$ cat src/rtl/gen_serial_rx.sv
// gen_serial_rx: framed one-bit-per-clock serial receiver with valid/ack word hand-off
//   clock, reset : rising-edge clock, synchronous active-high reset
//   rx           : serial line (idles high), ack: consumer accepts data while valid
//   data, valid  : last good word and its pending flag
//   err          : one-cycle pulse on framing/parity error; overrun: sticky lost-word flag
module gen_serial_rx #(
  parameter int WIDTH     = 8,
  parameter bit MSB_FIRST = 1'b0,
  parameter bit PARITY    = 1'b0
) (
  input  logic             clock,
  input  logic             reset,
  input  logic             rx,
  input  logic             ack,
  output logic [WIDTH-1:0] data,
  output logic             valid,
  output logic             err,
  output logic             overrun
);
  typedef enum logic [1:0] {IDLE, DATA, PAR, STOP} state_t;
  state_t           r_state;
  logic [4:0]       r_cnt;
  logic [WIDTH-1:0] r_sr;
  logic [WIDTH-1:0] w_sr_next;
  logic             w_perr;
  generate
    if (WIDTH == 1) begin : g_w1
      assign w_sr_next = rx;
    end else if (MSB_FIRST) begin : g_msb
      assign w_sr_next = {r_sr[WIDTH-2:0], rx};
    end else begin : g_lsb
      assign w_sr_next = {rx, r_sr[WIDTH-1:1]};
    end
    if (PARITY) begin : g_par
      logic r_perr;
      // even parity: data bits XOR parity bit must be 0
      always_ff @(posedge clock)
        if (reset) r_perr <= 1'b0;
        else if (r_state == PAR) r_perr <= ^r_sr ^ rx;
      assign w_perr = r_perr;
    end else begin : g_nopar
      assign w_perr = 1'b0;
    end
  endgenerate
  always_ff @(posedge clock) begin
    if (reset) begin
      r_state <= IDLE;
      r_cnt   <= '0;
      r_sr    <= '0;
      data    <= '0;
      valid   <= 1'b0;
      err     <= 1'b0;
      overrun <= 1'b0;
    end else begin
      err <= 1'b0;
      if (valid && ack) valid <= 1'b0;
      case (r_state)
        IDLE: if (!rx) begin
          r_state <= DATA;
          r_cnt   <= '0;
        end
        DATA: begin
          r_sr  <= w_sr_next;
          r_cnt <= r_cnt + 5'd1;
          if (r_cnt == 5'(WIDTH - 1)) r_state <= PARITY ? PAR : STOP;
        end
        PAR: r_state <= STOP;
        default: begin
          r_state <= IDLE;
          if (rx && !w_perr) begin
            data  <= r_sr;
            valid <= 1'b1;
            if (valid && !ack) overrun <= 1'b1;
          end else begin
            err <= 1'b1;
          end
        end
      endcase
    end
  end
endmodule
$ cat config.mk
export PLATFORM = sky130hd
export DESIGN_NAME = gen_serial_rx
export DESIGN_NICKNAME = d
export VERILOG_FILES = /design/src/rtl/gen_serial_rx.sv
export SDC_FILE = /design/constraint.sdc
export NUM_CORES = 1
export LEC_CHECK = 0
export ABC_AREA = 0
export CORE_MARGIN = 10
export CORE_UTILIZATION = 30
export CTS_CLUSTER_DIAMETER = 60
export DETAILED_ROUTE_END_ITERATION = 12
export PLACE_DENSITY = 0.52
export SETUP_SLACK_MARGIN = 0.1
export SLEW_MARGIN = 20
export SYNTH_ARGS = -nofsm -noshare
export SYNTH_HDL_FRONTEND = slang
export SYNTH_SLANG_ARGS = --single-unit
$ cat constraint.sdc
create_clock -name clock -period 1.7 [get_ports clock]
set_input_delay 0.34 -clock clock [delete_from_list [all_inputs] [get_ports clock]]
set_output_delay 0.34 -clock clock [all_outputs]
set_load 0.01 [all_outputs]
==> metrics, run 1 <==
Comb power frac=0.249; Clk pin slew, worst setup/hold paths=0.09 ns; syn_nets=131; critical path endpoint category=register; sw frac=0.288; initial antenna violation count=0; I/O pin total=15; crit path time final=1.54 ns; Max Root-Sink Buffers=2; RSZ-0062 raised after global routing=no; final setup fails=0; P_leak=0.507 nW; Min Hold Slack=0.460 ns; Mean Syn Cell Area=8.97 um2; Via Count=883; drt first pass iters=4; Power Density=1150 nW/um2; Critical Path Slowest Stage Cell=or4_1; Required @ worst endpoint=1.87 ns; initial DRC count=55; Post-CTS Setup Inserts=0; Root Driver=clkbuf_8; die width=80.4 um; dpl cell area=1320 um2; cell count of the worst reg-to-reg path=5; largest net degree at the start of global routing=16; Sw Pwr=0.462 mW; synth warn=0; Final Hold Fails=0; Startpoint Class=register; die area=6470 um2; Flop pwr share=0.435; H-tree level count=1; count of cell types in the netlist=28; Post-Syn Instances=122; VDD IR max=0.000388 V; Internal Power=1.15 mW; GR Overflow Total=0; post-DR vias/cell=4.72; TritonCTS Buffers=3; # port buffers=14; Placer Congestion=0.718; fin crit share=0.903; most frequent cells in the layout=24 x dfxtp_1, 19 x nand2_1, 14 x clkdlybuf4s50_1; status=completed; actual slew at the worst max-slew pin=0.276 ns; Mapped Area=1090 um2; core area=3440 um2; total wire length=2.29 mm; count of antenna-violating nets left after detailed routing=0; GRT Util Overall=0.0690; WP data arrival=1.71 ns; setup tns final=0 ns; skew final=0.00293 ns; DP HPWL=1.73 mm; starting density of the core=0.318; clock sink count=26; Max-slew headroom=0.814; Slew Viols, Final=0; Fmax=0.651 GHz; slowest stage delay, CP=0.49 ns; Hold Crit Depth=2; final antenna diode count=0; vias in the first global route=810; Clk pwr share=0.316; Yosys reg bits=26; DRC violations left=0; CP cell instances=inv_1, ha_1, and2_4, or4_1, o311ai_1; max-cap violation count=0; Hold/Removal Path Class=register to register; first-pass GRT wire length=3.62 mm; Crit Path Max Fanout=6; Design Area, Final=1390 um2; post-synthesis sequential area ratio=0.475; TritonCTS clock tree=yes; commonest non-fill, non-tap cell in the layout=dfxtp_1; kind of critical path=register to register; area growth from synthesis to layout=27.2%; Final nets=151; Die Span Y=80.4 um; Clock Latency Late Sink=0.27 ns; WL/cell=12.2 um; layout cells sized above 1=0.106; hold bufs inserted after CTS=0; row cnt=21
[cells in the mapped netlist (all sizes together)]
library cell / instances / area share
or4: 2 / 0.014
a21oi: 11 / 0.050
nand3: 5 / 0.023
o21ba: 1 / 0.0091
a211oi: 1 / 0.0069
and2: 2 / 0.014
and4b: 1 / 0.0091
o311ai: 4 / 0.032
a41oi: 1 / 0.0080
mux2i: 8 / 0.073
nor4b: 1 / 0.0080
and4bb: 1 / 0.011
inv: 7 / 0.024
nor2: 11 / 0.038
nand4: 2 / 0.011
nor2b: 1 / 0.0057
ha: 5 / 0.057
clkbuf: 1 / 0.0034
buf: 4 / 0.016
o21ai: 3 / 0.014
or3: 2 / 0.011
dfxtp: 26 / 0.48
o211a: 1 / 0.0091
nand2: 19 / 0.065
nand2b: 2 / 0.011
[sequential cells by signal, indices dropped and copies added (netlist names)]
| signal | flops |
|---|---|
| r_sr | 8 |
| data | 8 |
| err | 1 |
| valid | 1 |
| r_state | 2 |
| overrun | 1 |
| r_cnt | 5 |
[cell type report]
class | instances | area, um2
fill | 345 | 2050
multi-input combinational | 84 | 527
sequential | 26 | 526
timing repair buffer | 20 | 185
tap | 46 | 57.6
clock buffer | 3 | 41.3
clock inverter | 1 | 30.0
inverter | 7 | 26.3
[cells by family (layout without fill, tap and decap cells)]
kind of cell	Yosys count	after routing	synth area share
buf+inv	12	31	0.0434
fa+ha+maj	5	5	0.0571
compound gates	22	22	0.129
simple gates	49	49	0.222
mux	8	8	0.0731
flops	26	26	0.475
[worst max-delay path, delay by kind of cell (launching register included)]
kind / cells / cell delay [ns]
DFF: 1 / 0.35
adders and majority gates: 1 / 0.24
buffers and inverters: 1 / 0.07
AOI/OAI and AO/OA: 1 / 0.10
and+or+nand+nor: 2 / 0.68
[per-stage QoR]
step	cells	total power [mW]	util	worst slack [ns]
after floorplan	122	0.984	-	0.243
after global placement	183	1.09	0.382	0.0647
after detailed placement	183	1.11	0.382	0.0128
after CTS	187	1.63	0.403	0.120
after global routing	187	1.70	0.405	0.102
final	187	1.61	0.405	0.164
[worst paths after layout]
check | from | end | slack, ns
max reg2reg | r_state[0]$_SDFFE_PP0P_ | r_cnt[3]$_SDFFE_PP0P_ | 0.16
min | data[7]$_SDFFE_PP0P_ | data[7]$_SDFFE_PP0P_ | 0.46
max | r_state[0]$_SDFFE_PP0P_ | r_cnt[3]$_SDFFE_PP0P_ | 0.16
min reg2reg | data[7]$_SDFFE_PP0P_ | data[7]$_SDFFE_PP0P_ | 0.46
[per-layer routing]
layer,part of all wire,global-route usage,vias up
met3,0.037,0.0100,2
met1,0.48,0.0839,408
met2,0.47,0.107,15
met4,0.016,0.0511,0
met5,0,0,-
li1,-,-,458
[what timing repair did]
| item | in CTS | in global routing |
|---|---|---|
| resized for setup | 1 | 2 |
| setup endpoints to repair | 1 | 3 |
| gates cloned | 0 | 0 |
[power groups by stage]
| stage | combinational, mW | sequential, mW | clock [mW] |
|---|---|---|---|
| floorplan | 0.286 | 0.698 | 0 |
| global placement | 0.387 | 0.704 | 0 |
| detailed placement | 0.402 | 0.704 | 0 |
| CTS | 0.404 | 0.693 | 0.530 |
| global route | 0.443 | 0.707 | 0.548 |
| finish | 0.400 | 0.699 | 0.509 |
No activity file was read; power rests on OpenSTA's default activity.
==> inputs of run 2 (changes only) <==
--- a/config.mk
+++ b/config.mk
@@ -5,9 +5,10 @@
 export SDC_FILE = /design/constraint.sdc
 export NUM_CORES = 1
 export LEC_CHECK = 0
-export ABC_AREA = 0
+export ABC_AREA = 1
 export CORE_MARGIN = 10
 export CORE_UTILIZATION = 30
+export CTS_BUF_LIST = sky130_fd_sc_hd__clkbuf_8
 export CTS_CLUSTER_DIAMETER = 60
 export DETAILED_ROUTE_END_ITERATION = 12
 export PLACE_DENSITY = 0.52
==> run 2 against run 1 <==
Compared with the run above: cell count increased by 10%; cell area shrank 3.1%; die area is 1.8% lower; register-to-register slack improved by 0.19 ns; fmax is 2.4% higher; combinational power is 67% higher; total power rose by 25%.
==> metrics, run 2 <==
Most used DFF post-synth=dfxtp_1 (unchanged); sw frac=0.340 (was 0.288); WL/cell=10.4 um (was 12.2 um); count of cell types in the netlist=18 (was 28); crit path time final=1.50 ns (was 1.54 ns); # port buffers=14 (unchanged); CP cell instances=clkdlybuf4s50_1 (was inv_1, ha_1, and2_4, or4_1, o311ai_1); setup tns final=0 ns (unchanged); Mean Syn Cell Area=7.58 um2 (was 8.97 um2); Regs by FF count=data (8), r_sr (8), r_cnt (5) (unchanged); Sw Pwr=0.683 mW (was 0.462 mW); Synth async-reset ratio=0 (unchanged); Post-CTS Setup Inserts=0 (unchanged); Fill cells=338 (was 345); slowest stage delay, CP=0.55 ns (was 0.49 ns); synth warn=0 (unchanged); Final Hold Fails=0 (unchanged); setup ws final=0.201 ns (was 0.164 ns); top-count cell post-synth=nor2_1 (was dfxtp_1); Clk pin slew, worst setup/hold paths=0.09 ns (about the same); row cnt=21 (unchanged); most frequent cells in the layout=44 x nor2_1, 26 x dfxtp_1, 14 x o21ai_0, 14 x clkdlybuf4s50_1, 12 x nand2_1 (was 24 x dfxtp_1, 19 x nand2_1, 14 x clkdlybuf4s50_1); status=completed (unchanged); Clk pwr share=0.254 (was 0.316); Internal Power=1.33 mW (was 1.15 mW); post-DR vias/cell=4.37 (was 4.72); RSZ-0062 raised after global routing=no (unchanged); TritonCTS clock tree=yes (unchanged); Final Core Density=0.398 (was 0.405); core area=3390 um2 (was 3440 um2); Max-slew headroom=0.822 (was 0.814); Hold/Removal Path Class=register to register (unchanged); layout cells sized above 1=0.106 (about the same); fin crit share=0.882 (was 0.903); pre-CTS worst setup slack=0.147 ns (was 0.0128 ns); Critical Path Slowest Stage Cell=clkdlybuf4s50_1 (was or4_1); area of the multi-input gates=479 um2 (was 527 um2); max-cap violation count=0 (unchanged); final setup fails=0 (unchanged); P_leak=0.554 nW (was 0.507 nW); VDD IR max=0.00101 V (was 0.000388 V); commonest cells in the netlist=44 x nor2_1, 26 x dfxtp_1, 14 x o21ai_0 (was 26 x dfxtp_1, 19 x nand2_1, 11 x a21oi_1, 11 x nor2_1, 8 x mux2i_1); TritonCTS Buffers=3 (unchanged); largest net degree at the start of global routing=20 (was 16); total wire length=2.15 mm (was 2.29 mm); first-pass GRT wire length=3.76 mm (was 3.62 mm); DRC violations left=0 (unchanged); Crit Path Max Fanout=2 (was 6); Via Count=901 (was 883); Flop pwr share=0.413 (was 0.435); final antenna diode count=0 (unchanged); post-synthesis sequential area ratio=0.487 (was 0.475); commonest non-fill, non-tap cell in the layout=nor2_1 (was dfxtp_1); die width=79.7 um (was 80.4 um); flip-flop and latch area=520 um2 (was 526 um2); largest delay contributor family on the critical path=buffers and inverters (was simple AND/OR/NAND/NOR gates); cell taking the most area after synthesis=dfxtp_1 (unchanged); Mapped Area=1070 um2 (was 1090 um2); kind of critical path=register to output pin (was register to register); Slew Viols, Final=0 (unchanged); vias in the first global route=830 (was 810); Max Root-Sink Buffers=2 (unchanged); hold bufs inserted after CTS=0 (unchanged); Fmax=0.667 GHz (was 0.651 GHz); WP data arrival=1.16 ns (was 1.71 ns); flop-to-flop setup slack=0.35 ns (was 0.16 ns); DP HPWL=1.61 mm (was 1.73 mm); Required @ worst endpoint=1.36 ns (was 1.87 ns); count of antenna-violating nets left after detailed routing=0 (unchanged); GRT Util Overall=0.0725 (was 0.0690); Final nets=170 (was 151); Startpoint Class=register (unchanged); PostCTS Resize Cnt=0 (was 1); Power Density=1490 nW/um2 (was 1150 nW/um2); Clock Latency Late Sink=0.27 ns (about the same); die area=6350 um2 (was 6470 um2); Yosys reg bits=26 (unchanged); H-tree level count=1 (unchanged); Final Total Pwr=2.01 mW (was 1.61 mW); Comb power frac=0.333 (was 0.249); Root Driver=clkbuf_8 (unchanged); critical path endpoint category=output pin (was register); I/O pin total=15 (unchanged); Post-synth EDFFs=0 (unchanged); Crit path buffers/inverters=1 (unchanged); area growth from synthesis to layout=26.3% (was 27.2%); starting density of the core=0.315 (was 0.318); skew final=0.00118 ns (was 0.00293 ns); GR Overflow Total=0 (unchanged); initial DRC count=44 (was 55); clock sink count=26 (unchanged); Die Span Y=79.7 um (was 80.4 um); top cells by area in the synthesized netlist=dfxtp_1 49%, nor2_1 15%, o21ai_0 6.6% (was dfxtp_1 48%, mux2i_1 7.3%, nand2_1 6.5%); Placer Congestion=0.689 (was 0.718); Post-Syn Instances=141 (was 122); drt first pass iters=4 (unchanged); actual slew at the worst max-slew pin=0.265 ns (was 0.276 ns); syn_nets=150 (was 131); initial antenna violation count=0 (unchanged); top cell type's share of synthesized area=0.487 (was 0.475)
==> run 2: cell count changes after synthesis, sizes merged, moves of 3 or more <==
cell    change
inv         +7
a21oi       -4
mux2i       -8
nor2       +33
o311ai      -4
o21ai      +14
nand2       -3
==> run 2: path summary, 6_finish.rpt <==
check                     endpoint               startpoint  depth (start not counted)
min           data[2]$_SDFFE_PP0P_     data[2]$_SDFFE_PP0P_                          2
min reg2reg   data[2]$_SDFFE_PP0P_     data[2]$_SDFFE_PP0P_                          2
max reg2reg  r_cnt[3]$_SDFFE_PP0P_  r_state[0]$_SDFFE_PP0P_                          8
max                        data[5]     data[5]$_SDFFE_PP0P_                          1
==> run 2: final cells by class <==
class | instances | share of cell area
clock buffer | 3 | 0.0306
clock inverter | 1 | 0.0222
inverter | 15 | 0.0436
multi-input combinational | 98 | 0.355
sequential | 26 | 0.386
tap | 46 | 0.0426
timing repair buffer | 17 | 0.120
==> run 2: kinds of logic after synthesis <==
group | after synthesis | share of synthesized area
buffers and inverters | 17 | 0.0644
AOI/OAI and AO/OA | 24 | 0.112
adders and majority gates | 5 | 0.0585
DFF | 26 | 0.487
and+or+nand+nor | 69 | 0.278
==> run 2: metal layers <==
layer	global-route usage	part of all wire	up-vias	wire, um
met5	0	0	-	0
met4	0.0269	0.016	0	34
met3	0.0225	0.066	2	142
met2	0.112	0.40	21	867
met1	0.0916	0.51	399	1100
li1	-	-	479	-
==> run 2: power by group through the flow <==
| stage | registers (mW) | logic (mW) | clock network [mW] |
|---|---|---|---|
| 2_1_floorplan | 0.839 | 0.464 | 0 |
| 6_report | 0.830 | 0.668 | 0.510 |
| 3_5_place_dp | 0.844 | 0.670 | 0 |
| 5_1_grt | 0.849 | 0.780 | 0.549 |
| 3_3_place_gp | 0.840 | 0.663 | 0 |
| 4_1_cts | 0.830 | 0.675 | 0.525 |
==> run 2: metrics by stage <==
stage | instance area (um2) | hold slack [ns] | std cells
2_1_floorplan | 1070 | 0.409 | 141
3_3_place_gp | 1280 | 0.460 | 202
3_5_place_dp | 1280 | 0.473 | 202
4_1_cts | 1350 | 0.492 | 206
5_1_grt | 1350 | 0.513 | 206
6_report | 1350 | 0.486 | 206
